**src/rtl/bt656_line_decoder.sv**
```systemverilog
// ---------------------------------------------------------------------------
// bt656_line_decoder
//
// Decodes an 8-bit ITU-R BT.656 byte stream (27 MHz, TRS codes FF 00 00 XY,
// active video ordered Cb Y Cr Y) into 4:2:2 pixel-pair words for the
// downstream line-buffer stage, together with field / line / pixel indices,
// line and field start pulses, protection-bit error and lock status.
//
// Ports
//   TD_CLK27     in   1   pixel clock, all logic on the rising edge
//   RESET        in   1   asynchronous active-high reset
//   TD_DATA      in   8   BT.656 byte stream
//   yuv_data     out  32  {Cb, Y0, Cr, Y1} of one pixel pair
//   yuv_valid    out  1   strobe: yuv_data / pix_x / line_y valid
//   pix_x        out  9   pixel-pair index within the line
//   line_y       out  9   active-line index within the field (saturating)
//   field        out  1   F bit of the last good TRS
//   line_start   out  1   pulse on a good SAV with V=0
//   field_start  out  1   pulse on the first such SAV after V went 1->0
//   trs_error    out  1   pulse on an XY protection mismatch
//   locked       out  1   set by a good EAV, cleared by trs_error
//
// Latency: a byte on TD_DATA is captured into the shift register on one
// edge and its decode is visible on the registered outputs on the next.
// ---------------------------------------------------------------------------
module bt656_line_decoder #(
    parameter int ACTIVE_BYTES = 1440,
    parameter int MAX_LINES    = 288
) (
    input  logic        TD_CLK27,
    input  logic        RESET,
    input  logic [7:0]  TD_DATA,
    output logic [31:0] yuv_data,
    output logic        yuv_valid,
    output logic [8:0]  pix_x,
    output logic [8:0]  line_y,
    output logic        field,
    output logic        line_start,
    output logic        field_start,
    output logic        trs_error,
    output logic        locked
);

    localparam int BC_W = $clog2(ACTIVE_BYTES + 1);

    typedef enum logic {
        BLANK  = 1'b0,
        ACTIVE = 1'b1
    } state_t;

    // XY byte: bit7 must be set and the low nibble must carry the
    // protection bits derived from F, V and H.
    function automatic logic xy_ok(input logic [7:0] xy);
        logic f;
        logic v;
        logic h;
        f = xy[6];
        v = xy[5];
        h = xy[4];
        return xy[7] && (xy[3:0] == {v ^ h, f ^ h, f ^ v, f ^ v ^ h});
    endfunction

    // -----------------------------------------------------------------------
    // Stage 0: byte shift register, b0 holds the newest byte
    // -----------------------------------------------------------------------
    logic [7:0] b3, b2, b1, b0;

    always_ff @(posedge TD_CLK27 or posedge RESET) begin
        if (RESET) begin
            b3 <= 8'h00;
            b2 <= 8'h00;
            b1 <= 8'h00;
            b0 <= 8'h00;
        end else begin
            b3 <= b2;
            b2 <= b1;
            b1 <= b0;
            b0 <= TD_DATA;
        end
    end

    // -----------------------------------------------------------------------
    // Stage 1: decode of b3..b0 into registered outputs
    // -----------------------------------------------------------------------
    logic trs_hit;
    logic trs_good;
    logic trs_bad;
    logic xy_f;
    logic xy_v;
    logic xy_h;
    logic preamble;

    assign trs_hit  = (b3 == 8'hFF) && (b2 == 8'h00) && (b1 == 8'h00);
    assign trs_good = trs_hit && xy_ok(b0);
    assign trs_bad  = trs_hit && !xy_ok(b0);
    assign xy_f     = b0[6];
    assign xy_v     = b0[5];
    assign xy_h     = b0[4];

    // FF never occurs in video data, so an FF (and the 00 00 that follows
    // it) is the start of a TRS preamble. These bytes are dropped from the
    // pixel stream as they arrive, so a preamble interrupting a short line
    // can never complete a pixel pair.
    assign preamble = (b0 == 8'hFF)
                   || ((b1 == 8'hFF) && (b0 == 8'h00))
                   || ((b2 == 8'hFF) && (b1 == 8'h00) && (b0 == 8'h00));

    state_t          state;
    logic [1:0]      phase;
    logic [BC_W-1:0] byte_cnt;
    logic [8:0]      pair_cnt;
    logic            v_prev;
    logic            line_open;   // a line was started and its EAV is pending
    logic            cap_en;

    assign cap_en = (state == ACTIVE) && !trs_hit && !preamble;

    // Partial-pair holding registers; only ever read once all four bytes of
    // a pair have arrived, so they need no reset.
    logic [7:0] cb_hold;
    logic [7:0] y0_hold;
    logic [7:0] cr_hold;

    always_ff @(posedge TD_CLK27) begin
        if (cap_en) begin
            case (phase)
                2'd0:    cb_hold <= b0;
                2'd1:    y0_hold <= b0;
                2'd2:    cr_hold <= b0;
                default: ;
            endcase
        end
    end

    always_ff @(posedge TD_CLK27 or posedge RESET) begin
        if (RESET) begin
            state       <= BLANK;
            phase       <= 2'd0;
            byte_cnt    <= '0;
            pair_cnt    <= 9'd0;
            v_prev      <= 1'b1;
            line_open   <= 1'b0;
            yuv_data    <= 32'h0;
            yuv_valid   <= 1'b0;
            pix_x       <= 9'd0;
            line_y      <= 9'd0;
            field       <= 1'b0;
            line_start  <= 1'b0;
            field_start <= 1'b0;
            trs_error   <= 1'b0;
            locked      <= 1'b0;
        end else begin
            yuv_valid   <= 1'b0;
            line_start  <= 1'b0;
            field_start <= 1'b0;
            trs_error   <= 1'b0;

            if (trs_bad) begin
                // Corrupt code: ignore its content and drop any partial line.
                trs_error <= 1'b1;
                locked    <= 1'b0;
                state     <= BLANK;
            end else if (trs_good) begin
                field  <= xy_f;
                v_prev <= xy_v;
                if (xy_h) begin
                    // EAV: any partial pair is simply abandoned.
                    locked <= 1'b1;
                    state  <= BLANK;
                    if (line_open) begin
                        line_open <= 1'b0;
                        if (line_y != 9'(MAX_LINES - 1))
                            line_y <= line_y + 9'd1;
                    end
                end else if (!xy_v) begin
                    // SAV outside vertical blanking opens a new line.
                    state      <= ACTIVE;
                    phase      <= 2'd0;
                    byte_cnt   <= '0;
                    pair_cnt   <= 9'd0;
                    line_open  <= 1'b1;
                    line_start <= 1'b1;
                    if (v_prev) begin
                        field_start <= 1'b1;
                        line_y      <= 9'd0;
                    end
                end
            end else if (cap_en) begin
                phase    <= phase + 2'd1;
                byte_cnt <= byte_cnt + 1'b1;
                if (phase == 2'd3) begin
                    yuv_valid <= 1'b1;
                    yuv_data  <= {cb_hold, y0_hold, cr_hold, b0};
                    pix_x     <= pair_cnt;
                    pair_cnt  <= pair_cnt + 9'd1;
                end
                // Line is complete once the nominal byte count is reached,
                // whether or not an EAV follows.
                if (byte_cnt == BC_W'(ACTIVE_BYTES - 1))
                    state <= BLANK;
            end
        end
    end

endmodule
```
**config.mk**
```make
export PLATFORM = sky130hd
export DESIGN_NAME = bt656_line_decoder
export DESIGN_NICKNAME = d
export VERILOG_FILES = /design/src/rtl/bt656_line_decoder.sv
export SDC_FILE = /design/constraint.sdc
export NUM_CORES = 1
export LEC_CHECK = 0
export BUFFER_PORTS_ARGS = -buffer_cell sky130_fd_sc_hd__buf_2
export CAP_MARGIN = 20
export CORE_ASPECT_RATIO = 0.75
export CORE_MARGIN = 2
export CORE_UTILIZATION = 52
export CTS_CLUSTER_SIZE = 10
export DETAILED_ROUTE_END_ITERATION = 10
export PLACE_DENSITY = 0.8
export SLEW_MARGIN = 20
export SYNTH_ARGS = -nofsm -noshare
export SYNTH_HDL_FRONTEND = slang
export SYNTH_SLANG_ARGS = --single-unit
```
**constraint.sdc**
```tcl
create_clock -name TD_CLK27 -period 3.6 [get_ports TD_CLK27]
set_clock_uncertainty 0.15 [all_clocks]
set_input_delay 0.36 -clock TD_CLK27 [delete_from_list [all_inputs] [get_ports TD_CLK27]]
set_output_delay 0.36 -clock TD_CLK27 [all_outputs]
set_load 0.05 [all_outputs]
```
# After elaboration in Yosys (flattened, before gate mapping)
# Cells that the tools add are included.
dict set report op_classes {
  n_eq_ne 16
  add_sub_neg 4
  n_reduce_logical 37
  bitwise_logic 6
  muxes 41
}
# op n
set op_table {}
lappend op_table {{two-way mux 9 bit} 10}
lappend op_table {{two-way mux 11 bit} 4}
lappend op_table {{== test 8 bit (second input constant)} 4}
lappend op_table {{logical NOT 8 bit} 3}
lappend op_table {{two-way mux 1 bit} 23}
lappend op_table {{adder 9 x 1 -> 9 bit (second input constant)} 2}
lappend op_table {{adder 11 x 1 -> 11 bit (second input constant)} 1}
lappend op_table {{== test 11 bit (second input constant)} 1}
lappend op_table {{logical AND 1 bit} 10}
lappend op_table {{AND reduction 2 bit} 5}
lappend op_table {{nonzero test 2 bit} 5}
lappend op_table {{!= test 9 bit (second input constant)} 1}
lappend op_table {{two-way mux 2 bit} 4}
lappend op_table {{AND reduction 4 bit} 2}
lappend op_table {{!= test 2 bit (second input constant)} 3}
lappend op_table {{AND reduction 3 bit} 2}
lappend op_table {{AND reduction 6 bit} 1}
lappend op_table {{nonzero test 3 bit} 2}
lappend op_table {{AND reduction 5 bit} 1}
lappend op_table {{== test 2 bit (second input constant)} 2}
lappend op_table {{== test 4 bit} 1}
lappend op_table {{!= test 2 x 1 -> 1 bit (second input constant)} 2}
lappend op_table {{!= test 4 x 3 -> 1 bit (second input constant)} 1}
lappend op_table {{XOR 1 bit} 4}
lappend op_table {{other kinds (6)} 10}
dict set report word_totals {
  wordCells 126
  reg_bits 137
  output_inout_bits 56
  in_bits 10
}

# Logic depth before layout (Yosys ltp)
# Gate-level depths: netlist of run 1.
dict set report depth {
  ltp_word 9
  depth_mapped 9
  mapped_depth_nobuf 7
}

# Least setup slack after synthesis of run 1
# OpenSTA, ideal clock, no wires.
dict set report synth_path {
  path_kind {register -> register}
  from {reg b0[4]}
  to {reg line_y[7]}
  path_slack_ns 1.055
  period_less_slack_ns 2.545
  setup_ns 0.145
  stages_incl_launch_ff 10
  t_required_ns 3.305
  arrival_ns 2.251
  cell_sequence {dfrtp_1 > buf_2 > inv_1 > ha_1 > xnor2_1 > nand3_1 > a2111o_1 > buf_2 > o41ai_1 > a21oi_1}
}
dict set report synth_via {
  elab_chain_len 7
  word_cells_on_any_way 15
  classes_between {4 x eq/ne; 1 x mux; 4 x bitwise; 6 x reduce/logical}
}
# item line
set synth_lines {}
lappend synth_lines {{start, declared} 66} ;# logic [7:0] b3, b2, b1, b0;
lappend synth_lines {{start signal, assigned} 73} ;# b0 <= 8'h00;
lappend synth_lines {{start signal, assigned} 78} ;# b0 <= TD_DATA;
lappend synth_lines {{XOR 1 bit} 60} ;# return xy[7] && (xy[3:0] == {v ^ h, f ^ h, f ^ v, f ^ v ^ h});
lappend synth_lines {{== test 4 bit} 60}
lappend synth_lines {{logical AND 1 bit} 60}
lappend synth_lines {{logical NOT 1 bit} 95} ;# assign trs_bad = trs_hit && !xy_ok(b0);
lappend synth_lines {{logical AND 1 bit} 95}
lappend synth_lines {{NOT 1 bit (no source line)} --}
lappend synth_lines {{AND reduction 6 bit (no source line)} --}
lappend synth_lines {{end signal, assigned} 173} ;# line_y <= line_y + 9'd1;
lappend synth_lines {{end, declared} 36} ;# output logic [8:0] line_y,
# Several ways; a longest one is shown, not always the timed one.
# A chain may end at the register's enable or synchronous reset.

# Worst setup path after layout of run 1
dict set report layout_path {
  from {reg b1[1]}
  to {reg yuv_data[28]}
}
dict set report layout_via {
  elab_chain_len 7
  word_cells_on_any_way 17
  classes_between {1 x eq/ne; 2 x bitwise; 14 x reduce/logical}
}
# item line
set layout_lines {}
lappend layout_lines {{start, declared} 66}
lappend layout_lines {{start signal, assigned} 72} ;# b1 <= 8'h00;
lappend layout_lines {{start signal, assigned} 77} ;# b1 <= b0;
lappend layout_lines {{== test 8 bit / logical NOT 8 bit (equally long branches)} {105, 93, 106}}
lappend layout_lines {{logical AND 1 bit, on equally long branches} {105, 106}}
lappend layout_lines {{logical OR 1 bit / logical AND 1 bit (equally long branches)} {105, 106}}
lappend layout_lines {{logical OR 1 bit} 106} ;# || ((b2 == 8'hFF) && (b1 == 8'h00) && (b0 == 8'h00));
lappend layout_lines {{logical NOT 1 bit} 116} ;# assign cap_en = (state == ACTIVE) && !trs_hit && !preamble;
lappend layout_lines {{logical AND 1 bit} 116}
lappend layout_lines {{AND reduction 4 bit (no source line) *} --}
lappend layout_lines {{end signal, assigned} 193} ;# yuv_data <= {cb_hold, y0_hold, cr_hold, b0};
lappend layout_lines {{end, declared} 33} ;# output logic [31:0] yuv_data,
# Every way passes the cells marked *; elsewhere a longest branch is shown, timed or not.

==> impl_metrics.yaml, run 1 <==
timing:
  finalSetupViolations: 0
  drv_slew: 0
  worstMarginPinSlew_ns: 0.7717
  setup_tns_ns: 0
  rsz0062_at_grt: "false"
  whs_ns: -0.05175
  fin_ws_ns: 0.3989
  max_freq_ghz: 0.3124
  relSlewSlack_pct: 48.55
  period_minus_slack_ns: 3.201
  timing.final.crit_share_pct: 88.92
  hold_violations: 85
critical_path:
  critPathKind: "reg2reg"
  critPathMaxFanout: 25
  worstRegToRegCells: 7
  cp-end-kind: "flip-flop"
  crit_arrival_ns: 3.36
  cp.required_ns: 3.76
  start_kind: "flip-flop"
grt:
  grt_max_degree: 89
  grt_pass1_wl_mm: 19.84
  grt.total_usage_pct: 23.28
  antenna_found_initial: 0
  first_global_vias: 3741
  overflow: 0
synth:
  synth_area_um2: 5490
  syn-mean-instance-area_um2: 13.66
  ys.flop_type: "dfrtp_1"
  netlist_instances: 402
  ys_async_sr_fraction_pct: 82.48
  yosys-top-cells-count: "112 x dfrtp_1, 42 x mux2_2, 24 x a21oi_1, 24 x edfxtp_1, 20 x or4_1"
  synth-edff-count: 24
  synth_top_area_cell: "dfrtp_1"
  synthDistinctLibCells: 53
  synth_nets: 422
  ys_warn_count: 0
  synth_top_area_share_pct: 51.05
  ys_seq_area_share_pct: 64.65
  ys_seq_elements: 137
  yosysMostFrequentCell: "dfrtp_1"
  synthTopCellsByArea: "dfrtp_1 51%, edfxtp_1 13%, mux2_2 8.6%, or4_1 2.7%, o31ai_1 2.6%"
layout:
  syn_to_final_growth_pct: 21.33
  layout-drive-gt1-share_pct: 30.20
  antenna_cells: 0
  nFillCells: 706
  fin_nets: 507
status:
  status: "finished with violations"
  violations: "hold timing"
route:
  ant_nets: 0
  wl_mm: 12.25
  drtIter0Drc: 385
  drtPass1Iterations: 8
  avgRoutedWirePerCell_um: 19.25
  via_per_inst: 6.074
  vias: 3863
  drc: 0
clocking:
  cts_made_buffers: 17
  cts_tree: "built"
  post_cts_buffers: 0
  cts-root-buf: "clkbuf_16"
  hold_buffers: 8
  clkSinkCount: 137
  cts_resized: 0
  clkSlewWorstSetupHoldPaths_ns: 0.06
  clockBufferDepth: 2
  insertion_delay_ns: 0.42
  htree_levels: 4
floorplanning:
  core-area_um2: 10290
  initial_core_util_pct: 53.36
  io_pins: 66
  die-width_um: 122.7
  die_area_um2: 11400
  dieHeight_um: 92.99
  rows: 32
power_and_ir_drop:
  total_leakage_power_nw: 3.077
  pwr_density_cell_nw_per_um2: 521.5
  peakVddDrop_mv: 0.3765
run:
  drv_cap: 0
placed_design:
  hpwl_mm: 7.663
  gp_congestion: 0.8115
  io_buffers: 65
  dp_slack_ns: 0.5458
hold_path:
  min_path_type: "in2async"
## power breakdown
part / switching (mW) / internal [mW] / total [mW] / leakage (nW)
clock: 0.676 / 1.11 / 1.79 / 0.286
sequential: 0.0228 / 1.60 / 1.62 / 1.72
combinational: 0.0449 / 0.0225 / 0.0674 / 1.07
total: 0.743 / 2.73 / 3.47 / 3.08
## layout make-up
| class | instances | area (µm²) | share of cell area, % |
|---|---|---|---|
| Timing Repair Buffer | 81 | 465.4 | 6.987 |
| Clock buffer | 19 | 442.9 | 6.649 |
| Inverter | 8 | 35.03 | 0.5259 |
| Sequential cell | 137 | 3550 | 53.29 |
| Multi-Input combinational cell | 242 | 1829 | 27.46 |
| Tap cell | 136 | 170.2 | 2.554 |
| Clock inverter | 13 | 168.9 | 2.536 |
## state kept, by name (all words and copies together), names as in the netlist, 9 cells and up
register,count
yuv_data,32
pix_x,9
line_y,9
pair_cnt,9
byte_cnt,11
## per-stage QoR
stage               total power [mW]  area [µm²]  cells  util [%]  hold WS [ns]
floorplan                      1.677        5490    402         -        0.2160
global placement               1.702        5967    596     57.99        0.2240
detailed placement             1.707        5967    596     57.99        0.2359
CTS                            3.486        6659    636     64.71        0.1032
global route                   3.566        6661    636     64.74       0.02369
finish                         3.474        6661    636     64.74      -0.05175
## placed cells by master, fill, tap and decap left out, types with 12 or more instances in the layout
cell / n
dfrtp_1: 112
buf_2: 65
mux2_2: 42
a21oi_1: 24
edfxtp_1: 24
or4_1: 20
o31ai_1: 19
clkbuf_16: 17
nand2_1: 15
nand4_1: 13
o21ai_0: 13
nand3_1: 12
## worst paths after layout
check / startpoint / to / slack, ns
worst max-delay path: b1[1] / yuv_data[28] / 0.40
worst min-delay path: RESET / line_y[8] / -0.05
worst max register to register: b1[1] / yuv_data[28] / 0.40
worst min register to register: b1[1] / b2[1] / 0.25
max in group asynchronous: RESET / b0[4] / 2.64
min in group TD_CLK27: b1[1] / b2[1] / 0.25
## layer usage
metal	vias to the layer above	wire length, µm	global-route usage (%)
li1	1714	-	-
met1	1978	5335	31.86
met2	152	5828	34.58
met3	19	888	8.476
met4	0	193	8.046
met5	-	0	0
## cells by family after synthesis
group	count (synthesis)	share of synthesized area, %
muxes	47	9.526
buffers and inverters	23	2.028
and+or+nand+nor	106	11.76
xor gates and xnor gates	4	0.8888
DFF	137	64.65
adders and majority gates	10	2.279
AOI/OAI and AO/OA	75	8.866
## worst max-delay path, stage by stage (launching register included)
cell	delay, ns
dfrtp_1	0.38
or4_1	0.57
nor4_1	0.61
o2111ai_1	0.36
nand2_1	0.19
buf_4	0.19
inv_2	0.24
mux2_2	0.37
Power figures use the tool's default switching activity.
==> run 2: changes to the inputs <==
- REMOVE_ABC_BUFFERS: default -> 1
==> run 2 against run 1 <==
The run still ends with hold timing left; non-clock buffer count up 1; utilization down 0.50 points; sequential share of layout area up 0.41 points; combinational power down 0.7%; largest cell class unchanged; cell count up 0.16%; critical path type unchanged; maximum frequency up 3.3%.
==> impl_metrics.yaml, run 2 (same netlist as run 1, synthesis figures left out) <==
timing:
  rsz0062_at_grt: "false"
  setup_tns_ns: 0
  finalSetupViolations: 0
  timing.final.crit_share_pct: 86.12
  hold_violations: 61
  period_minus_slack_ns: 3.100
  relSlewSlack_pct: 44.09
  drv_slew: 0
  whs_ns: -0.05062
  worstMarginPinSlew_ns: 0.8386
  max_freq_ghz: 0.3226
route:
  drtPass1Iterations: 5
  drc: 0
  ant_nets: 0
  vias: 3777
  wl_mm: 11.88
  via_per_inst: 5.929
  avgRoutedWirePerCell_um: 18.65
  drtIter0Drc: 304
floorplanning:
  initial_core_util_pct: 53.36
  core-area_um2: 10290
  io_pins: 66
  rows: 32
  die_area_um2: 11400
  die-width_um: 122.7
  dieHeight_um: 92.99
layout:
  final_common_cell: "dfrtp_1"
  nFillCells: 751
  layout-drive-gt1-share_pct: 30.54
  fin_nets: 508
  final_cell_mix: "112 x dfrtp_1, 65 x buf_2, 42 x mux2_2, 24 x a21oi_1, 24 x edfxtp_1"
  top_register: "yuv_data"
  top_regs: "yuv_data: 32 flops, byte_cnt: 11 flops"
  register_area_um2: 3550
  largest_register_ffs: 32
  syn_to_final_growth_pct: 20.40
  multi_input_area_um2: 1829
  antenna_cells: 0
placed_design:
  gp_congestion: 0.8877
  io_buffers: 65
  hpwl_mm: 7.680
clocking:
  insertion_delay_ns: 0.42
  post_cts_buffers: 0
  cts_tree: "built"
  htree_levels: 4
  cts-root-buf: "clkbuf_16"
  cts_made_buffers: 17
  clockBufferDepth: 2
  clkSlewWorstSetupHoldPaths_ns: 0.07
  clkSinkCount: 137
status:
  status: "finished with violations"
  violations: "hold timing"
critical_path:
  critPathMaxFanout: 27
  cp-end-kind: "flip-flop"
  startpoint: "b0[4]"
  r2r_start: "b0[4]"
  crit_arrival_ns: 3.29
  cp.required_ns: 3.79
  start_kind: "flip-flop"
  critPathKind: "reg2reg"
grt:
  grt_pass1_wl_mm: 19.23
  grt.total_usage_pct: 22.44
  first_global_vias: 3675
  grt_max_degree: 70
  overflow: 0
  antenna_found_initial: 0
hold_path:
  min_path_type: "in2async"
run:
  drv_cap: 0
power_and_ir_drop:
  total_leakage_power_nw: 3.068
  peakVddDrop_mv: 0.3872
  pwr_density_cell_nw_per_um2: 501.5
## run 2: per-layer routing
| metal | vias up | GRT usage [%] | share of wire [%] |
|---|---|---|---|
| li1 | 1727 | - | - |
| met1 | 1895 | 30.76 | 43 |
| met2 | 141 | 34.77 | 49 |
| met3 | 14 | 5.976 | 6.8 |
| met4 | 0 | 8.142 | 1.3 |
| met5 | - | 0 | 0 |
## run 2: power by group
group / internal, mW / switching, mW
clock: 0.907 / 0.723
combinational: 0.0229 / 0.0440
sequential: 1.60 / 0.0221
total: 2.53 / 0.789
## run 2: timing repair
action,4_1_cts,5_1_grt
setup endpoints to repair,0,0
resized for setup,0,0
hold buffers,8,0
hold endpoints to repair,8,0
## run 2: final cells by class
class,instances,area share [%]
Clock buffer,17,6.436
Clock inverter,15,1.969
Inverter,8,0.4921
Multi-Input combinational cell,242,27.67
Sequential cell,137,53.70
Tap cell,136,2.574
Timing Repair Buffer,82,7.155
## run 2: per-stage QoR
stage | std cells | total power [mW] | cell area (µm²) | setup slack [ns] | util (%)
floorplan | 387 | 1.676 | 5409 | 0.1043 | -
global placement | 597 | 1.703 | 5974 | 0.7228 | 58.06
detailed placement | 597 | 1.707 | 5974 | 0.5708 | 58.06
CTS | 637 | 3.332 | 6610 | 0.5083 | 64.24
global route | 637 | 3.412 | 6610 | 0.3346 | 64.24
finish | 637 | 3.315 | 6610 | 0.4997 | 64.24
## run 2: worst paths after layout
check	end	slack (ns)	cells after the start
min in group TD_CLK27	b2[1]	0.24	0
hold / removal	b3[5]	-0.05	2
hold reg to reg	b2[1]	0.24	0
max in group asynchronous	v_prev	2.45	3
setup reg to reg	line_y[8]	0.50	7
setup / recovery	line_y[8]	0.50	7
## run 2: worst max-delay path, cell delays in order, from the launching register on
cell	delay (ns)
dfrtp_1	0.55
inv_1	0.15
ha_1	0.33
xnor2_1	0.17
nand3_1	0.15
a2111o_1	0.74
or4_1	0.60
a21oi_1	0.17
